**src/rtl/systolic_pkg.sv**
```systemverilog
// Shared types and sizing for the systolic array operand feeder.
package systolic_pkg;

   localparam int unsigned DATA_WIDTH = 16;
   localparam int unsigned N          = 4;
   localparam int unsigned K_MAX      = 16;
   localparam int unsigned K_W        = $clog2(K_MAX + 1);
   localparam int unsigned FLUSH_W    = (N > 1) ? $clog2(N) : 1;

   typedef logic signed [DATA_WIDTH-1:0] lane_t;
   typedef lane_t [N-1:0]                edge_t;
   typedef logic [K_W-1:0]               count_t;
   typedef logic [FLUSH_W-1:0]           flush_t;

   typedef enum logic [1:0] {IDLE, FEED, FLUSH} feeder_state_e;

   function automatic count_t clamp_k(count_t k);
      return (k > count_t'(K_MAX)) ? count_t'(K_MAX) : k;
   endfunction

endpackage

```
**src/rtl/systolic_operand_feeder_if.sv**
```systemverilog
// Operand beat handshake plus skewed edge outputs of the feeder.
interface systolic_operand_feeder_if;
   import systolic_pkg::*;

   logic           start;
   count_t         k_len;
   logic           in_valid;
   logic           in_ready;
   edge_t          in_a;
   edge_t          in_b;
   edge_t          a_edge;
   edge_t          b_edge;
   logic [N-1:0]   edge_valid;
   logic           busy;
   logic           done;

   modport master (
      output start, k_len, in_valid, in_a, in_b,
      input  in_ready, a_edge, b_edge, edge_valid, busy, done
   );

   modport slave (
      input  start, k_len, in_valid, in_a, in_b,
      output in_ready, a_edge, b_edge, edge_valid, busy, done
   );

endinterface

```
**src/rtl/skew_delay_line.sv**
```systemverilog
// DEPTH-stage shift register carrying data plus a valid bit; advances only when shift is high.
module skew_delay_line #(
   parameter int unsigned DEPTH = 1,
   parameter int unsigned W     = 16
) (
   input  logic         clk,
   input  logic         rst_n,
   input  logic         shift,
   input  logic [W-1:0] in_data,
   input  logic         in_valid,
   output logic [W-1:0] out_data,
   output logic         out_valid
);

   logic [DEPTH-1:0][W-1:0] data_q;
   logic [DEPTH-1:0]        valid_q;

   always_ff @(posedge clk or negedge rst_n) begin
      if (!rst_n) begin
         data_q  <= '0;
         valid_q <= '0;
      end else if (shift) begin
         data_q[0]  <= in_data;
         valid_q[0] <= in_valid;
         for (int s = 1; s < int'(DEPTH); s++) begin
            data_q[s]  <= data_q[s-1];
            valid_q[s] <= valid_q[s-1];
         end
      end
   end

   assign out_data  = data_q[DEPTH-1];
   assign out_valid = valid_q[DEPTH-1];

endmodule

```
**src/rtl/systolic_operand_feeder.sv**
```systemverilog
// Feeds K operand beats into the 4x4 systolic array with triangular lane skew and zero fill.
module systolic_operand_feeder
   import systolic_pkg::*;
(
   input  logic                    clk,
   input  logic                    rst_n,
   systolic_operand_feeder_if.slave bus
);

   feeder_state_e state_q;
   count_t        beats_left_q;
   flush_t        flush_q;
   logic          done_q;

   logic          accept;
   logic          shift;
   logic [N-1:0]  a_valid;
   logic [N-1:0]  b_valid;

   assign bus.in_ready   = (state_q == FEED) && (beats_left_q != '0);
   assign accept         = bus.in_ready && bus.in_valid;
   assign shift          = (state_q != IDLE);
   assign bus.busy       = shift;
   assign bus.done       = done_q;
   assign bus.edge_valid = a_valid & b_valid;

   // FLUSH spans N cycles so the last beat is visible on lane N-1 before done rises.
   always_ff @(posedge clk or negedge rst_n) begin
      if (!rst_n) begin
         state_q      <= IDLE;
         beats_left_q <= '0;
         flush_q      <= '0;
         done_q       <= 1'b0;
      end else begin
         done_q <= 1'b0;
         unique case (state_q)
            IDLE: begin
               if (bus.start) begin
                  if (bus.k_len == '0) begin
                     done_q <= 1'b1;
                  end else begin
                     beats_left_q <= clamp_k(bus.k_len);
                     state_q      <= FEED;
                  end
               end
            end
            FEED: begin
               if (accept) begin
                  beats_left_q <= beats_left_q - 1'b1;
                  if (beats_left_q == count_t'(1)) begin
                     flush_q <= '0;
                     state_q <= FLUSH;
                  end
               end
            end
            FLUSH: begin
               if (flush_q == flush_t'(N - 1)) begin
                  state_q <= IDLE;
                  done_q  <= 1'b1;
               end else begin
                  flush_q <= flush_q + 1'b1;
               end
            end
            default: state_q <= IDLE;
         endcase
      end
   end

   for (genvar i = 0; i < N; i++) begin : g_lane
      lane_t a_in;
      lane_t b_in;

      // Bubbles and flush cycles inject zeros so partial sums stay aligned.
      assign a_in = accept ? bus.in_a[i] : '0;
      assign b_in = accept ? bus.in_b[i] : '0;

      skew_delay_line #(
         .DEPTH (i + 1),
         .W     (DATA_WIDTH)
      ) u_a_line (
         .clk       (clk),
         .rst_n     (rst_n),
         .shift     (shift),
         .in_data   (a_in),
         .in_valid  (accept),
         .out_data  (bus.a_edge[i]),
         .out_valid (a_valid[i])
      );

      skew_delay_line #(
         .DEPTH (i + 1),
         .W     (DATA_WIDTH)
      ) u_b_line (
         .clk       (clk),
         .rst_n     (rst_n),
         .shift     (shift),
         .in_data   (b_in),
         .in_valid  (accept),
         .out_data  (bus.b_edge[i]),
         .out_valid (b_valid[i])
      );
   end

endmodule

```
**src/flat_wrapper.sv**
```systemverilog
// flat-port wrapper written by rule: the top's interface ports become plain ports
module systolic_operand_feeder_flat import systolic_pkg::*;
  (clk, rst_n, bus_start, bus_k_len, bus_in_valid, bus_in_a, bus_in_b, bus_in_ready, bus_a_edge, bus_b_edge, bus_edge_valid, bus_busy, bus_done);
  systolic_operand_feeder_if bus_i ();
  input  logic clk;
  input  logic rst_n;
  input wire logic [$bits(bus_i.start)-1:0] bus_start;
  input wire logic [$bits(bus_i.k_len)-1:0] bus_k_len;
  input wire logic [$bits(bus_i.in_valid)-1:0] bus_in_valid;
  input wire logic [$bits(bus_i.in_a)-1:0] bus_in_a;
  input wire logic [$bits(bus_i.in_b)-1:0] bus_in_b;
  output wire logic [$bits(bus_i.in_ready)-1:0] bus_in_ready;
  output wire logic [$bits(bus_i.a_edge)-1:0] bus_a_edge;
  output wire logic [$bits(bus_i.b_edge)-1:0] bus_b_edge;
  output wire logic [$bits(bus_i.edge_valid)-1:0] bus_edge_valid;
  output wire logic [$bits(bus_i.busy)-1:0] bus_busy;
  output wire logic [$bits(bus_i.done)-1:0] bus_done;
  assign bus_i.start = bus_start;
  assign bus_i.k_len = bus_k_len;
  assign bus_i.in_valid = bus_in_valid;
  assign bus_i.in_a = bus_in_a;
  assign bus_i.in_b = bus_in_b;
  assign bus_in_ready = bus_i.in_ready;
  assign bus_a_edge = bus_i.a_edge;
  assign bus_b_edge = bus_i.b_edge;
  assign bus_edge_valid = bus_i.edge_valid;
  assign bus_busy = bus_i.busy;
  assign bus_done = bus_i.done;
  systolic_operand_feeder u_core (.clk(clk), .rst_n(rst_n), .bus(bus_i));
endmodule
```
**config.mk**
```make
export PLATFORM = sky130hd
export DESIGN_NAME = systolic_operand_feeder_flat
export DESIGN_NICKNAME = d
export VERILOG_FILES = /design/src/rtl/systolic_pkg.sv /design/src/rtl/systolic_operand_feeder_if.sv /design/src/rtl/skew_delay_line.sv /design/src/rtl/systolic_operand_feeder.sv /design/src/flat_wrapper.sv
export SDC_FILE = /design/constraint.sdc
export NUM_CORES = 1
export LEC_CHECK = 0
export CORE_MARGIN = 3
export CORE_UTILIZATION = 29
export CTS_CLUSTER_SIZE = 25
export DETAILED_ROUTE_END_ITERATION = 8
export HOLD_SLACK_MARGIN = 0.08
export PLACE_DENSITY = 0.57
export SLEW_MARGIN = 20
export SYNTH_ARGS = -nofsm -noshare
export SYNTH_HDL_FRONTEND = slang
export SYNTH_SLANG_ARGS = --single-unit
```
**constraint.sdc**
```tcl
create_clock -name clk -period 2.4 [get_ports clk]
set_input_delay 0.72 -clock clk [delete_from_list [all_inputs] [get_ports clk]]
set_output_delay 0.72 -clock clk [all_outputs]
set_load 0.03 [all_outputs]
```
* Word level (Yosys, flattened, before mapping)
Index checks and enable logic that the tools add are counted.
** Operators by class
- $add $sub $neg :: 2
- Mux-type cells :: 27
- Eq/ne operators :: 10
- Magnitude comparators :: 1
- Reduce and logical (&&, ||, !) cells :: 11
- Bitwise gates (word level) :: 1
** Operator list (number)
- $mux W16 :: 8
- $mux W5 :: 4
- $mux W2 :: 8
- $pmux W5 S2 :: 1
- $ne A2 B2 Y1 const B :: 4
- $reduce_and A4 Y1 :: 2
- $pmux W2 S3 :: 1
- $reduce_bool A2 Y1 :: 3
- $eq A5 B1 Y1 const B :: 1
- $gt A5 B5 Y1 const B :: 1
- $logic_not A5 Y1 :: 1
- $reduce_and A5 Y1 :: 1
- $reduce_bool A5 Y1 :: 1
- $sub A5 B1 Y5 const B :: 1
- $and A4 B4 Y4 :: 1
- $eq A2 B2 Y1 const B :: 2
- $ne A2 B1 Y1 const B :: 2
- $pmux W2 S2 :: 1
- $mux W1 :: 3
- $add A2 B1 Y2 const B :: 1
- $eq A2 B1 Y1 const B :: 1
- $logic_and A1 B1 Y1 :: 2
- $logic_not A2 Y1 :: 1
- $pmux W1 S2 :: 1
** Word-level totals
- Output and inout bits :: 135
- Register bits :: 349
- Input port bits :: 137
- Logic and storage cells :: 83

* Logic depth before layout (Yosys ltp)
- Word-level depth :: 5
- Mapped depth :: 8
- Gate-level depth less buffers :: 6

* Modules after synthesis
A second synthesis with hierarchy kept.
** Unflattened totals
- Cell total of the unflattened synthesis :: 1041
- Area, all modules :: 16141.7 µm²
** By module, submodules not included
- skew_delay_line at u_core.g_lane[3].u_a_line ... :: area each 2735.1 µm², seq. area each 1701.6 µm², cells each 160, times used 2
- skew_delay_line at u_core.g_lane[2].u_a_line ... :: area each 2269.7 µm², seq. area each 1276.2 µm², cells each 124, times used 2
- skew_delay_line at u_core.g_lane[1].u_a_line ... :: area each 1537.7 µm², seq. area each 850.8 µm², cells each 88, times used 2
- systolic_operand_feeder :: area each 1685.4 µm², seq. area each 250.2 µm², cells each 225, times used 1
- skew_delay_line at u_core.g_lane[0].u_a_line ... :: area each 685.7 µm², seq. area each 425.4 µm², cells each 36, times used 2

* Worst setup path before layout
No wires, ideal clock.
- Path kind :: reg2reg
- Start :: register u_core.beats_left_q[0]
- End :: register u_core.flush_q[1]
- Buffers on the path :: 1
- Setup slack :: 371 ps
- Cell stages (with the launch flop) :: 8
- Period minus slack after synthesis :: 2029 ps
- Arrival :: 1904 ps
- Data required time :: 2275 ps
- Library setup time :: 125 ps
- Cell sequence :: dfrtp_1 > inv_1 > ha_1 > or4b_4 > and3_4 > buf_6 > a31o_4 > mux2_4
** Between the ends
- Longest elaborated chain between the ends :: 5
- Elaborated cells on any way between the ends :: 7
- Classes of those cells :: eq/ne (3); reduce/logical (4)
** RTL lines
- from (decl) :: line systolic_operand_feeder.sv:11 : count_t beats_left_q;
- from (signal assigned) :: line systolic_operand_feeder.sv:42 : beats_left_q <= clamp_k(bus.k_len);
- from (signal assigned) :: line systolic_operand_feeder.sv:49 : beats_left_q <= beats_left_q - 1'b1;
- $reduce_bool A5 Y1 :: line systolic_operand_feeder.sv:20 : assign bus.in_ready = (state_q == FEED) && (beats_left_q != '0);
- $logic_and A1 B1 Y1 :: line systolic_operand_feeder.sv:20
- $logic_and A1 B1 Y1 :: line systolic_operand_feeder.sv:21 : assign accept = bus.in_ready && bus.in_valid;
- $ne A2 B1 Y1 (no line)
- $reduce_and A4 Y1 (no line) (*)
- to (signal assigned) :: line systolic_operand_feeder.sv:61 : flush_q <= flush_q + 1'b1;
- to (decl) :: line systolic_operand_feeder.sv:12 : flush_t flush_q;
Every way passes the cells marked *; elsewhere a longest branch is shown, timed or not.
A chain may end at the register's enable or synchronous reset.

* Worst setup path in the final report
- Start :: register u_core.g_lane[3].u_b_line.data_q, in the netlist u_core.g_lane[3].u_b_line.out_data[10]
- End :: output bus_b_edge[58]
** RTL lines
- from (decl) :: line skew_delay_line.sv:15 : logic [DEPTH-1:0][W-1:0] data_q;
- from (signal, indexed assignment) :: line skew_delay_line.sv:26 : data_q[s] <= data_q[s-1];
- to (decl) :: line flat_wrapper.sv:14 : output wire logic [$bits(bus_i.b_edge)-1:0] bus_b_edge;
No word-level cell between the ends.

==> out/metrics.yaml <==
synthesis:
  synth_ff_type: "dfrtp_1"
  synth_most_common_cell: "nand2_1"
  synth.top_cell.area_share: 0.6353
  synth_area_leaders: "dfrtp_1, nand2_1, a22o_1"
  synth_seq_area_share: 0.6353
  yosysWarnings: 0
  syn_area_per_cell_um2: 10.25
  synth_area_um2: 13160
  synthArstFlopShare: 1.000
  synth_common_cells: "nand2_1, dfrtp_1, a22o_1"
  netlist_instances: 1283
  syn_nets: 1424
  synth_cell_type_count: 36
  synth-seq-cells: 334
  synth_enable_flop_cells: 0
  yosys.area.top_type: "dfrtp_1"
clock_tree:
  clk_pin_slew_worst_paths_ns: 0.06
  clock_latency_ns: 0.54
  hold_buffers: 0
  clock_sinks: 334
  htreeDepth: 2
  cts_tree: "yes"
  cts-buffers-inserted: 39
  cts_buffer_depth: 3
  root_buffer: "clkbuf_16"
routing:
  wirelength_mm: 31.52
  viasPerCell: 4.380
  via_count: 9040
  drcViolationCount: 0
  dr.pass1.iters: 6
  ant_nets: 0
  drt_first_iter_violations: 822
  wire_per_inst_um: 15.27
sta:
  max_freq_ghz: 0.4277
  slew_headroom: 0.4914
  finalSetupTns_ns: 0
  finalSetupViolations: 0
  period_needed_ns: 2.338
  grt_setup_unrepaired: "false"
  period_share: 0.9743
  layout_setup_ws_ns: 0.06171
  fin_worst_skew_ns: 0.01339
  finalHoldViolations: 0
  worst_slew_pin_slew_ns: 0.7630
  drv_slew: 0
floorplanning:
  core_um2: 44510
  die_x_um: 219.0
  rows: 77
  die_h_um: 219.0
  start_util: 0.2956
  ioPinCount: 272
  dieArea_um2: 47950
place:
  gp_congestion: 0.8103
  preCtsSetupSlack_ns: 0.1008
  detailed_place_hpwl_mm: 19.71
  placed_area_um2: 15870
  port_buffers: 271
power_and_ir_drop:
  max-vdd-ir-drop_mv: 0.6691
  leakagePower_nw: 8.638
  power_density_nw_per_um2: 1427
global_route:
  grt_max_degree: 147
  grt_use_total: 0.1308
  grt_pass1_vias: 9110
  grt_overflow: 0
  grt_pass1_wl_mm: 50.22
  grt_antenna_before_repair: 3
layout:
  areaGrowthSynthToFinish_pct: 30.88
  seqCellArea_um2: 8358
  drive_gt1_frac: 0.06531
  final_area_um2: 17220
  nFillCells: 4428
  multi_input_area_um2: 3717
  num-nets-final: 1584
critical_path:
  r2r-start: "u_core.state_q[1]"
  critical_path.top_delay_family: "buffers and inverters"
  required_ns: 1.68
  ff2ff_setup_slack_ns: 0.27
  worst_r2r_endpoint: "u_core.g_lane[1].u_a_line.data_q[4]"
  crit_chain: "clkdlybuf4s50_1"
  cp_slowest_stage_delay_ns: 0.73
  arrival_ns: 1.62
  cp_num_buf_inv: 1
  cp-end-kind: "output port"
  cp-start-kind: "register"
  crit_start: "u_core.g_lane[3].u_b_line.out_data[10]"
  r2r_cells: 5
  worstSetupPathType: "reg -> out"
  path_max_fanout: 2
  cpMaxStageDelayCell: "clkdlybuf4s50_1"
run_status:
  status: "complete, no violations"
job:
  drv_cap: 0
worst_hold_path:
  min_path_type: "in -> async"
-- worst max-delay path by stage --
| stage | endpoint | slack [ns] | cells past startpoint |
|---|---|---|---|
| after floorplan | u_core.flush_q[1] | 0.37 | 7 |
| after global placement | u_core.beats_left_q[1] | 0.11 | 5 |
| after detailed placement | u_core.beats_left_q[1] | 0.10 | 5 |
| after CTS | bus_b_edge[51] | 0.002 | 1 |
| after global routing | bus_b_edge[43] | 0.001 | 1 |
| final | bus_b_edge[58] | 0.06 | 1 |
-- stage by stage --
stage | power, W | cells | util | hold WS (ns)
global route | 0.02625 | 2063 | 0.3868 | 0.1306
detailed placement | 0.01870 | 1994 | 0.3565 | 0.4550
global placement | 0.01850 | 1994 | 0.3565 | 0.4479
floorplan | 0.01594 | 1283 | - | 0.4244
CTS | 0.02504 | 2062 | 0.3864 | 0.1092
finish | 0.02457 | 2064 | 0.3868 | 0.1283
-- sequential cells by signal, indices dropped and copies added, names as in the netlist --
name	flops
u_core.g_lane.u_b_line.valid_q	4
u_core.g_lane.u_a_line.data_q	96
u_core.flush_q	2
u_core.g_lane.u_a_line.out_data	64
u_core.beats_left_q	5
u_core.bus.done	1
u_core.g_lane.u_b_line.out_data	64
u_core.g_lane.u_b_line.data_q	96
u_core.state_q	2
-- metal layers --
metal	track usage	vias to the layer above	part of all wire
met5	0	-	0.00041
met4	0.04688	2	0.024
met3	0.03780	44	0.070
met2	0.2060	216	0.46
met1	0.1722	4400	0.44
li1	-	4378	-
-- area by class of cell --
cell class              count  area share
repair buffers            293      0.1759
diodes                      2   0.0002907
clock buffers              54     0.06591
flip-flops and latches    334      0.4854
well taps                 592     0.04302
multi-input cells         768      0.2159
clock inverters            14     0.01177
inverters                   7    0.001817
-- placed cells by master, fill, tap and decap left out, types with 3 or more instances in the layout --
master	n
nand2_1	588
dfrtp_1	334
clkdlybuf4s50_1	260
a22o_1	128
clkbuf_16	41
buf_4	12
buf_12	11
clkbuf_1	7
clkinv_2	7
nor2_1	6
inv_1	6
a21oi_1	6
clkbuf_8	6
a31oi_1	5
bufinv_16	5
dlymetal6s2s_1	5
ha_1	4
nor3_1	3
a31o_2	3
dlygate4sd2_1	3
-- repair_timing --
action                                 4_1_cts  5_1_grt
setup endpoints to repair                    5        6
buffers inserted                             0        0
gates resized for setup                     11        7
endpoints found under the hold margin        0        0
-- report_power, final --
group	internal, W	switching [W]	total (W)
combinational	0.00348	0.00554	0.00903
clock	0.00384	0.00232	0.00616
sequential	0.00804	0.00134	0.00938
total	0.0154	0.00921	0.0246
-- cells by family after synthesis --
family | synth area share
compound gates | 0.09787
fa+ha+maj | 0.003805
buf+inv | 0.08265
flops | 0.6353
mux | 0.002758
simple gates | 0.1776
Power figures use the tool's default switching activity.
